**src/rtl/bitcell_pkg.sv**
```systemverilog
// Shared types for the bitcell array controller: FSM states, access phase, op codes.
package bitcell_pkg;

  typedef enum logic [2:0] {
    IDLE  = 3'd0,
    SETUP = 3'd1,
    PULSE = 3'd2,
    HOLD  = 3'd3,
    RESP  = 3'd4
  } state_e;

  // ACCESS is the requested operation; VERIFY is the internal read-back after a write.
  typedef enum logic {
    PH_ACCESS = 1'b0,
    PH_VERIFY = 1'b1
  } phase_e;

  localparam logic OP_READ  = 1'b0;
  localparam logic OP_WRITE = 1'b1;

endpackage

```
**src/rtl/bitcell_array_ctrl_if.sv**
```systemverilog
// Request/response handshake bundle between a bus initiator (master) and the array controller (slave).
interface bitcell_array_ctrl_if #(
  parameter int DATA_W = 8,
  parameter int ADDR_W = 4
);
  logic              req_valid;
  logic              req_ready;
  logic              req_we;
  logic [ADDR_W-1:0] req_addr;
  logic [DATA_W-1:0] req_wdata;
  logic              rsp_valid;
  logic              rsp_ready;
  logic [DATA_W-1:0] rsp_rdata;
  logic              rsp_err;

  modport master (
    output req_valid, req_we, req_addr, req_wdata, rsp_ready,
    input  req_ready, rsp_valid, rsp_rdata, rsp_err
  );

  modport slave (
    input  req_valid, req_we, req_addr, req_wdata, rsp_ready,
    output req_ready, rsp_valid, rsp_rdata, rsp_err
  );
endinterface

```
**src/rtl/row_decoder.sv**
```systemverilog
// Row address to one-hot select; oor flags addresses at or beyond DEPTH (those never select a row).
module row_decoder #(
  parameter int DEPTH  = 16,
  parameter int ADDR_W = 4
) (
  input  logic              en,
  input  logic [ADDR_W-1:0] addr,
  output logic [DEPTH-1:0]  onehot,
  output logic              oor
);
  always_comb begin
    oor    = int'(addr) >= DEPTH;
    onehot = '0;
    for (int i = 0; i < DEPTH; i++) begin
      onehot[i] = en && (int'(addr) == i);
    end
  end
endmodule

```
**src/rtl/bitcell_array_ctrl.sv**
```systemverilog
// Sequences one word read/write at a time onto a NAND-latch bitcell array (setup, select pulse, hold).
// Optional write read-back check is enabled by defining BITCELL_READBACK_VERIFY_EN.
module bitcell_array_ctrl
  import bitcell_pkg::*;
#(
  parameter int DATA_W    = 8,
  parameter int DEPTH     = 16,
  parameter int ADDR_W    = $clog2(DEPTH),
  parameter int SETUP_CYC = 1,
  parameter int PULSE_CYC = 2
) (
  input  logic                clk,
  input  logic                rst_n,
  bitcell_array_ctrl_if.slave bus,
  output logic [DEPTH-1:0]    arr_sel,
  output logic                arr_r_w,
  output logic [DATA_W-1:0]   arr_in,
  input  logic [DATA_W-1:0]   arr_out
);

`ifdef BITCELL_READBACK_VERIFY_EN
  localparam bit VERIFY_EN = 1'b1;
`else
  localparam bit VERIFY_EN = 1'b0;
`endif

  localparam int CNT_MAX = (SETUP_CYC > PULSE_CYC) ? SETUP_CYC : PULSE_CYC;
  localparam int CNT_W   = (CNT_MAX > 1) ? $clog2(CNT_MAX) : 1;
  localparam logic [CNT_W-1:0] SETUP_LAST = CNT_W'(SETUP_CYC - 1);
  localparam logic [CNT_W-1:0] PULSE_LAST = CNT_W'(PULSE_CYC - 1);

  state_e              state_q, state_d;
  phase_e              phase_q, phase_d;
  logic [CNT_W-1:0]    cnt_q, cnt_d;
  logic                we_q, we_d;
  logic [ADDR_W-1:0]   addr_q, addr_d;
  logic [DATA_W-1:0]   wdata_q, wdata_d;
  logic [DATA_W-1:0]   rdata_q, rdata_d;
  logic                err_q, err_d;
  logic                live_q, live_d;

  logic                hs;
  logic                op_rw;
  logic                active;
  logic [ADDR_W-1:0]   dec_addr;
  logic                dec_oor;

  // In IDLE the decoder only range-checks the incoming address; it selects a row only in PULSE.
  assign dec_addr = (state_q == IDLE) ? bus.req_addr : addr_q;

  row_decoder #(
    .DEPTH  (DEPTH),
    .ADDR_W (ADDR_W)
  ) u_row_decoder (
    .en     (state_q == PULSE),
    .addr   (dec_addr),
    .onehot (arr_sel),
    .oor    (dec_oor)
  );

  assign bus.req_ready = live_q && (state_q == IDLE);
  assign hs            = bus.req_valid && bus.req_ready;
  assign op_rw         = (phase_q == PH_VERIFY) ? OP_READ : we_q;
  assign active        = (state_q == SETUP) || (state_q == PULSE) || (state_q == HOLD);

  // r_w and data are a pure function of state, so they cannot move while a select is high.
  assign arr_r_w = active ? op_rw : OP_READ;
  assign arr_in  = (active && (op_rw == OP_WRITE)) ? wdata_q : '0;

  assign bus.rsp_valid = (state_q == RESP);
  assign bus.rsp_rdata = bus.rsp_valid ? rdata_q : '0;
  assign bus.rsp_err   = bus.rsp_valid && err_q;

  always_comb begin
    state_d = state_q;
    phase_d = phase_q;
    cnt_d   = cnt_q;
    we_d    = we_q;
    addr_d  = addr_q;
    wdata_d = wdata_q;
    rdata_d = rdata_q;
    err_d   = err_q;
    live_d  = 1'b1;

    unique case (state_q)
      IDLE: begin
        if (hs) begin
          we_d    = bus.req_we;
          addr_d  = bus.req_addr;
          wdata_d = bus.req_wdata;
          rdata_d = '0;
          err_d   = dec_oor;
          phase_d = PH_ACCESS;
          cnt_d   = '0;
          state_d = dec_oor ? RESP : SETUP;
        end
      end
      SETUP: begin
        if (cnt_q == SETUP_LAST) begin
          cnt_d   = '0;
          state_d = PULSE;
        end else begin
          cnt_d = cnt_q + CNT_W'(1);
        end
      end
      PULSE: begin
        if (cnt_q == PULSE_LAST) begin
          cnt_d   = '0;
          state_d = HOLD;
          if (op_rw == OP_READ) begin
            rdata_d = arr_out;
            if (phase_q == PH_VERIFY) begin
              err_d = (arr_out != wdata_q);
            end
          end
        end else begin
          cnt_d = cnt_q + CNT_W'(1);
        end
      end
      HOLD: begin
        if (VERIFY_EN && (we_q == OP_WRITE) && (phase_q == PH_ACCESS)) begin
          phase_d = PH_VERIFY;
          state_d = SETUP;
        end else begin
          state_d = RESP;
        end
      end
      RESP: begin
        if (bus.rsp_ready) begin
          state_d = IDLE;
        end
      end
      default: state_d = IDLE;
    endcase
  end

  always_ff @(posedge clk) begin
    if (!rst_n) begin
      state_q <= IDLE;
      phase_q <= PH_ACCESS;
      cnt_q   <= '0;
      we_q    <= OP_READ;
      addr_q  <= '0;
      wdata_q <= '0;
      rdata_q <= '0;
      err_q   <= 1'b0;
      live_q  <= 1'b0;
    end else begin
      state_q <= state_d;
      phase_q <= phase_d;
      cnt_q   <= cnt_d;
      we_q    <= we_d;
      addr_q  <= addr_d;
      wdata_q <= wdata_d;
      rdata_q <= rdata_d;
      err_q   <= err_d;
      live_q  <= live_d;
    end
  end

endmodule

```
**src/flat_wrapper.sv**
```systemverilog
// flat-port wrapper written by rule: the top's interface ports become plain ports
module bitcell_array_ctrl_flat import bitcell_pkg::*;
#(
  parameter int DATA_W    = 8,
  parameter int DEPTH     = 16,
  parameter int ADDR_W    = $clog2(DEPTH),
  parameter int SETUP_CYC = 1,
  parameter int PULSE_CYC = 2
)
  (clk, rst_n, arr_sel, arr_r_w, arr_in, arr_out, bus_req_valid, bus_req_we, bus_req_addr, bus_req_wdata, bus_rsp_ready, bus_req_ready, bus_rsp_valid, bus_rsp_rdata, bus_rsp_err);
  bitcell_array_ctrl_if #(.DATA_W(DATA_W), .ADDR_W(ADDR_W)) bus_i ();
  input  logic clk;
  input  logic rst_n;
  output logic [DEPTH-1:0] arr_sel;
  output logic arr_r_w;
  output logic [DATA_W-1:0] arr_in;
  input  logic [DATA_W-1:0] arr_out;
  input wire logic [$bits(bus_i.req_valid)-1:0] bus_req_valid;
  input wire logic [$bits(bus_i.req_we)-1:0] bus_req_we;
  input wire logic [$bits(bus_i.req_addr)-1:0] bus_req_addr;
  input wire logic [$bits(bus_i.req_wdata)-1:0] bus_req_wdata;
  input wire logic [$bits(bus_i.rsp_ready)-1:0] bus_rsp_ready;
  output wire logic [$bits(bus_i.req_ready)-1:0] bus_req_ready;
  output wire logic [$bits(bus_i.rsp_valid)-1:0] bus_rsp_valid;
  output wire logic [$bits(bus_i.rsp_rdata)-1:0] bus_rsp_rdata;
  output wire logic [$bits(bus_i.rsp_err)-1:0] bus_rsp_err;
  assign bus_i.req_valid = bus_req_valid;
  assign bus_i.req_we = bus_req_we;
  assign bus_i.req_addr = bus_req_addr;
  assign bus_i.req_wdata = bus_req_wdata;
  assign bus_i.rsp_ready = bus_rsp_ready;
  assign bus_req_ready = bus_i.req_ready;
  assign bus_rsp_valid = bus_i.rsp_valid;
  assign bus_rsp_rdata = bus_i.rsp_rdata;
  assign bus_rsp_err = bus_i.rsp_err;
  bitcell_array_ctrl #(.DATA_W(DATA_W), .DEPTH(DEPTH), .ADDR_W(ADDR_W), .SETUP_CYC(SETUP_CYC), .PULSE_CYC(PULSE_CYC)) u_core (.clk(clk), .rst_n(rst_n), .bus(bus_i), .arr_sel(arr_sel), .arr_r_w(arr_r_w), .arr_in(arr_in), .arr_out(arr_out));
endmodule
```
**config.mk**
```make
export PLATFORM = sky130hd
export DESIGN_NAME = bitcell_array_ctrl_flat
export DESIGN_NICKNAME = d
export VERILOG_FILES = /design/src/rtl/bitcell_pkg.sv /design/src/rtl/bitcell_array_ctrl_if.sv /design/src/rtl/row_decoder.sv /design/src/rtl/bitcell_array_ctrl.sv /design/src/flat_wrapper.sv
export SDC_FILE = /design/constraint.sdc
export NUM_CORES = 1
export LEC_CHECK = 0
export ABC_AREA = 0
export CORE_ASPECT_RATIO = 0.7
export CORE_MARGIN = 2
export CORE_UTILIZATION = 40
export CTS_CLUSTER_DIAMETER = 80
export DETAILED_ROUTE_END_ITERATION = 7
export DONT_BUFFER_PORTS = 1
export GPL_TIMING_DRIVEN = 1
export PLACE_DENSITY = 0.65
export SETUP_SLACK_MARGIN = 0.02
export SLEW_MARGIN = 40
export SYNTH_ARGS = -nofsm -noshare
export SYNTH_HDL_FRONTEND = slang
export SYNTH_SLANG_ARGS = --single-unit
```
**constraint.sdc**
```tcl
create_clock -name clk -period 2.2 [get_ports clk]
set_input_delay 0.44 -clock clk [delete_from_list [all_inputs] [get_ports clk]]
set_output_delay 0.44 -clock clk [all_outputs]
set_load 0.01 [all_outputs]
```
==> flow_metrics.env <==
export IMPL_design_area_um2=1508
export IMPL_path_max_fanout=10
export IMPL_fill_cells=308
export IMPL_critPathLaunchType="flop"
export IMPL_place_gp_congestion=0.8527
export IMPL_max_freq_mhz=483.3
export IMPL_place_area_um2=1435
export IMPL_grt_max_degree=41
export IMPL_required_ps=1760
export IMPL_async_flop_share=0
export IMPL_cts_tree="done"
export IMPL_syn_area_per_cell_um2=8.280
export IMPL_clock_path_buffers=2
export IMPL_overflow=0
export IMPL_via_count=1125
export IMPL_yosysTopAreaCell="dfxtp_1"
export IMPL_wirelength_mm=2.975
export IMPL_worst_slack_ps=131.1
export IMPL_syn2layout_area_growth_pct=7.111
export IMPL_hold_viol=0
export IMPL_yosys_register_bits=26
export IMPL_status="finished, final reports clean"
export IMPL_clk_latency_ps=270
export IMPL_ys_seq_area_frac=0.3698
export IMPL_firstDrtPassIters=4
export IMPL_syn_area_um2=1408
export IMPL_rsz0062_at_grt="true"
export IMPL_core_um2=3254
export IMPL_power_leakage_nw=0.5893
export IMPL_synth_area_leaders="dfxtp_1 (37%), mux2i_1 (11%), nand2_1 (9.3%)"
export IMPL_num_rows=17
export IMPL_finalCritPeriodShare=0.9404
export IMPL_drv_cap=0
export IMPL_cpPeakStageDelay_ps=440
export IMPL_synthCells=170
export IMPL_avgRoutedWirePerCell_um=13.77
export IMPL_mostFrequentLayoutCells="nand2_1 (35), dfxtp_1 (25), nor2_1 (23), and2_1 (17), mux2i_1 (16)"
export IMPL_synth_main_ff_cell="dfxtp_1"
export IMPL_synth_cell_type_count=33
export IMPL_critPathKind="reg -> out"
export IMPL_ir_worst_vdd_v=0.0002529
export IMPL_cp_buffers_inverters=0
export IMPL_port_buffers=0
export IMPL_grt_pass1_wl_mm=4.540
export IMPL_layout_nets=195
export IMPL_die_height_um=53.63
export IMPL_antenna_cells=0
export IMPL_drtAntennaViolNets=0
export IMPL_synth_edff_count=0
export IMPL_fin_crit_ps=2069
export IMPL_synth_top_area_share=0.3698
export IMPL_drtIter0Drc=106
export IMPL_worstHoldPathType="in -> reg"
export IMPL_root_buffer="clkbuf_8"
export IMPL_hpwl_mm=2.193
export IMPL_path_clk_slew_ps=90
export IMPL_crit_slowest_cell="dfxtp_1"
export IMPL_cts_htree_levels=1
export IMPL_syn_nets=195
export IMPL_clock_sinks=26
export IMPL_crit_arrival_ps=1630
export IMPL_antenna_found_initial=0
export IMPL_layout_commonest_cell="nand2_1"
export IMPL_power_density_nw_per_um2=658.5
export IMPL_die_area_um2=4017
export IMPL_crit_family="simple AND/OR/NAND/NOR gates"
export IMPL_setup_viol=0
export IMPL_viasPerCell=5.208
export IMPL_crit_chain="nor3_4, mux2i_1, nor2_1"
export IMPL_clock_skew_ps=2.942
export IMPL_initial_core_util=0.4325
export IMPL_ios=61
export IMPL_cts_buffers=3
export IMPL_grt_usage=0.1502
export IMPL_final_setup_tns_ps=0
export IMPL_finalMaxSlewViolations=0
export IMPL_dpl_worst_slack_ps=427.7
export IMPL_first_global_vias=964
export IMPL_drive_gt1_frac=0.08876
export IMPL_hold_ws_ps=202.2
export IMPL_ys_warn_count=0
export IMPL_critPathCaptureType="primary output"
export IMPL_drc=0
export IMPL_die_width_um=74.90
power breakdown:
| group | leakage (nW) | internal [W] | switching, W |
|---|---|---|---|
| clock network | 0.0357 | 0.000243 | 0.000148 |
| logic | 0.342 | 0.0000436 | 0.0000514 |
| registers | 0.212 | 0.000488 | 0.0000180 |
| total | 0.589 | 0.000775 | 0.000217 |
registers in the layout, indices dropped and copies added, names as in the netlist:
signal / cells
u_core.addr_q: 4
u_core.cnt_q: 1
u_core.live_q: 1
u_core.rdata_q: 8
u_core.state_q: 3
u_core.wdata_q: 8
u_core.we_q: 1
worst register-to-register path, stage by stage (launching register included):
cell and delay, ps:
dfxtp_1 440, nor3_4 380, and3_1 210, buf_4 240, mux2i_1 220
synth_stat cells, types with 2 or more instances:
| cell type | n |
|---|---|
| a21oi_1 | 2 |
| mux2i_1 | 16 |
| buf_4 | 2 |
| o2bb2ai_1 | 8 |
| nand3b_1 | 4 |
| dfxtp_1 | 26 |
| and2_1 | 17 |
| buf_2 | 3 |
| nor2_1 | 23 |
| nor2b_1 | 5 |
| nor3b_2 | 3 |
| nand3_1 | 2 |
| nand2b_1 | 2 |
| clkbuf_1 | 4 |
| nand2_1 | 35 |
metrics by stage:
stage / power, W / instances / util
floorplan: 0.0006054 / 170 / -
global placement: 0.0006074 / 212 / 0.4410
detailed placement: 0.0006122 / 212 / 0.4410
CTS: 0.001008 / 216 / 0.4629
global route: 0.001035 / 216 / 0.4633
finish: 0.0009928 / 216 / 0.4633
area by class of cell:
type | count | area, um^2 | area share
clock buffers | 3 | 41.29 | 0.02739
well taps | 47 | 58.81 | 0.03900
flip-flops and latches | 26 | 521.8 | 0.3461
inverters | 1 | 3.754 | 0.002490
clock inverters | 1 | 30.03 | 0.01992
repair buffers | 6 | 45.04 | 0.02988
multi-input cells | 132 | 807.0 | 0.5353
kinds of logic after synthesis:
group           count (synthesis)  synth area share
xor+xnor                        1          0.006223
other cells                     1          0.002664
mux                            16            0.1138
simple gates                   96            0.3511
compound gates                 18           0.09957
buf+inv                        12           0.05688
flops                          26            0.3698
repair_timing:
| action | CTS | global route |
|---|---|---|
| hold endpoints to repair | 0 | 0 |
| hold buffers | 0 | 0 |
| setup endpoints to repair | 0 | 9 |
| setup buffers | 0 | 0 |
| resized for setup | 0 | 1 |
final timing paths:
kind | from | end | slack [ps] | cells after the start
worst max register to register | u_core.state_q[2] | u_core.wdata_q[1] | 640 | 4
worst min-delay path | rst_n | u_core.live_q | 200 | 0
worst max-delay path | u_core.state_q[2] | arr_sel[0] | 130 | 3
worst min register to register | u_core.rdata_q[7] | u_core.rdata_q[7] | 450 | 2
per-layer routing:
metal  global-route usage  up-vias  wire, um
li1                     -      565         -
met1               0.1870      527      1330
met2               0.2544       31      1457
met3              0.04307        2       174
met4              0.04464        0        14
met5                    0        -         0
Note: power is estimated with default switching activity, not from simulation.
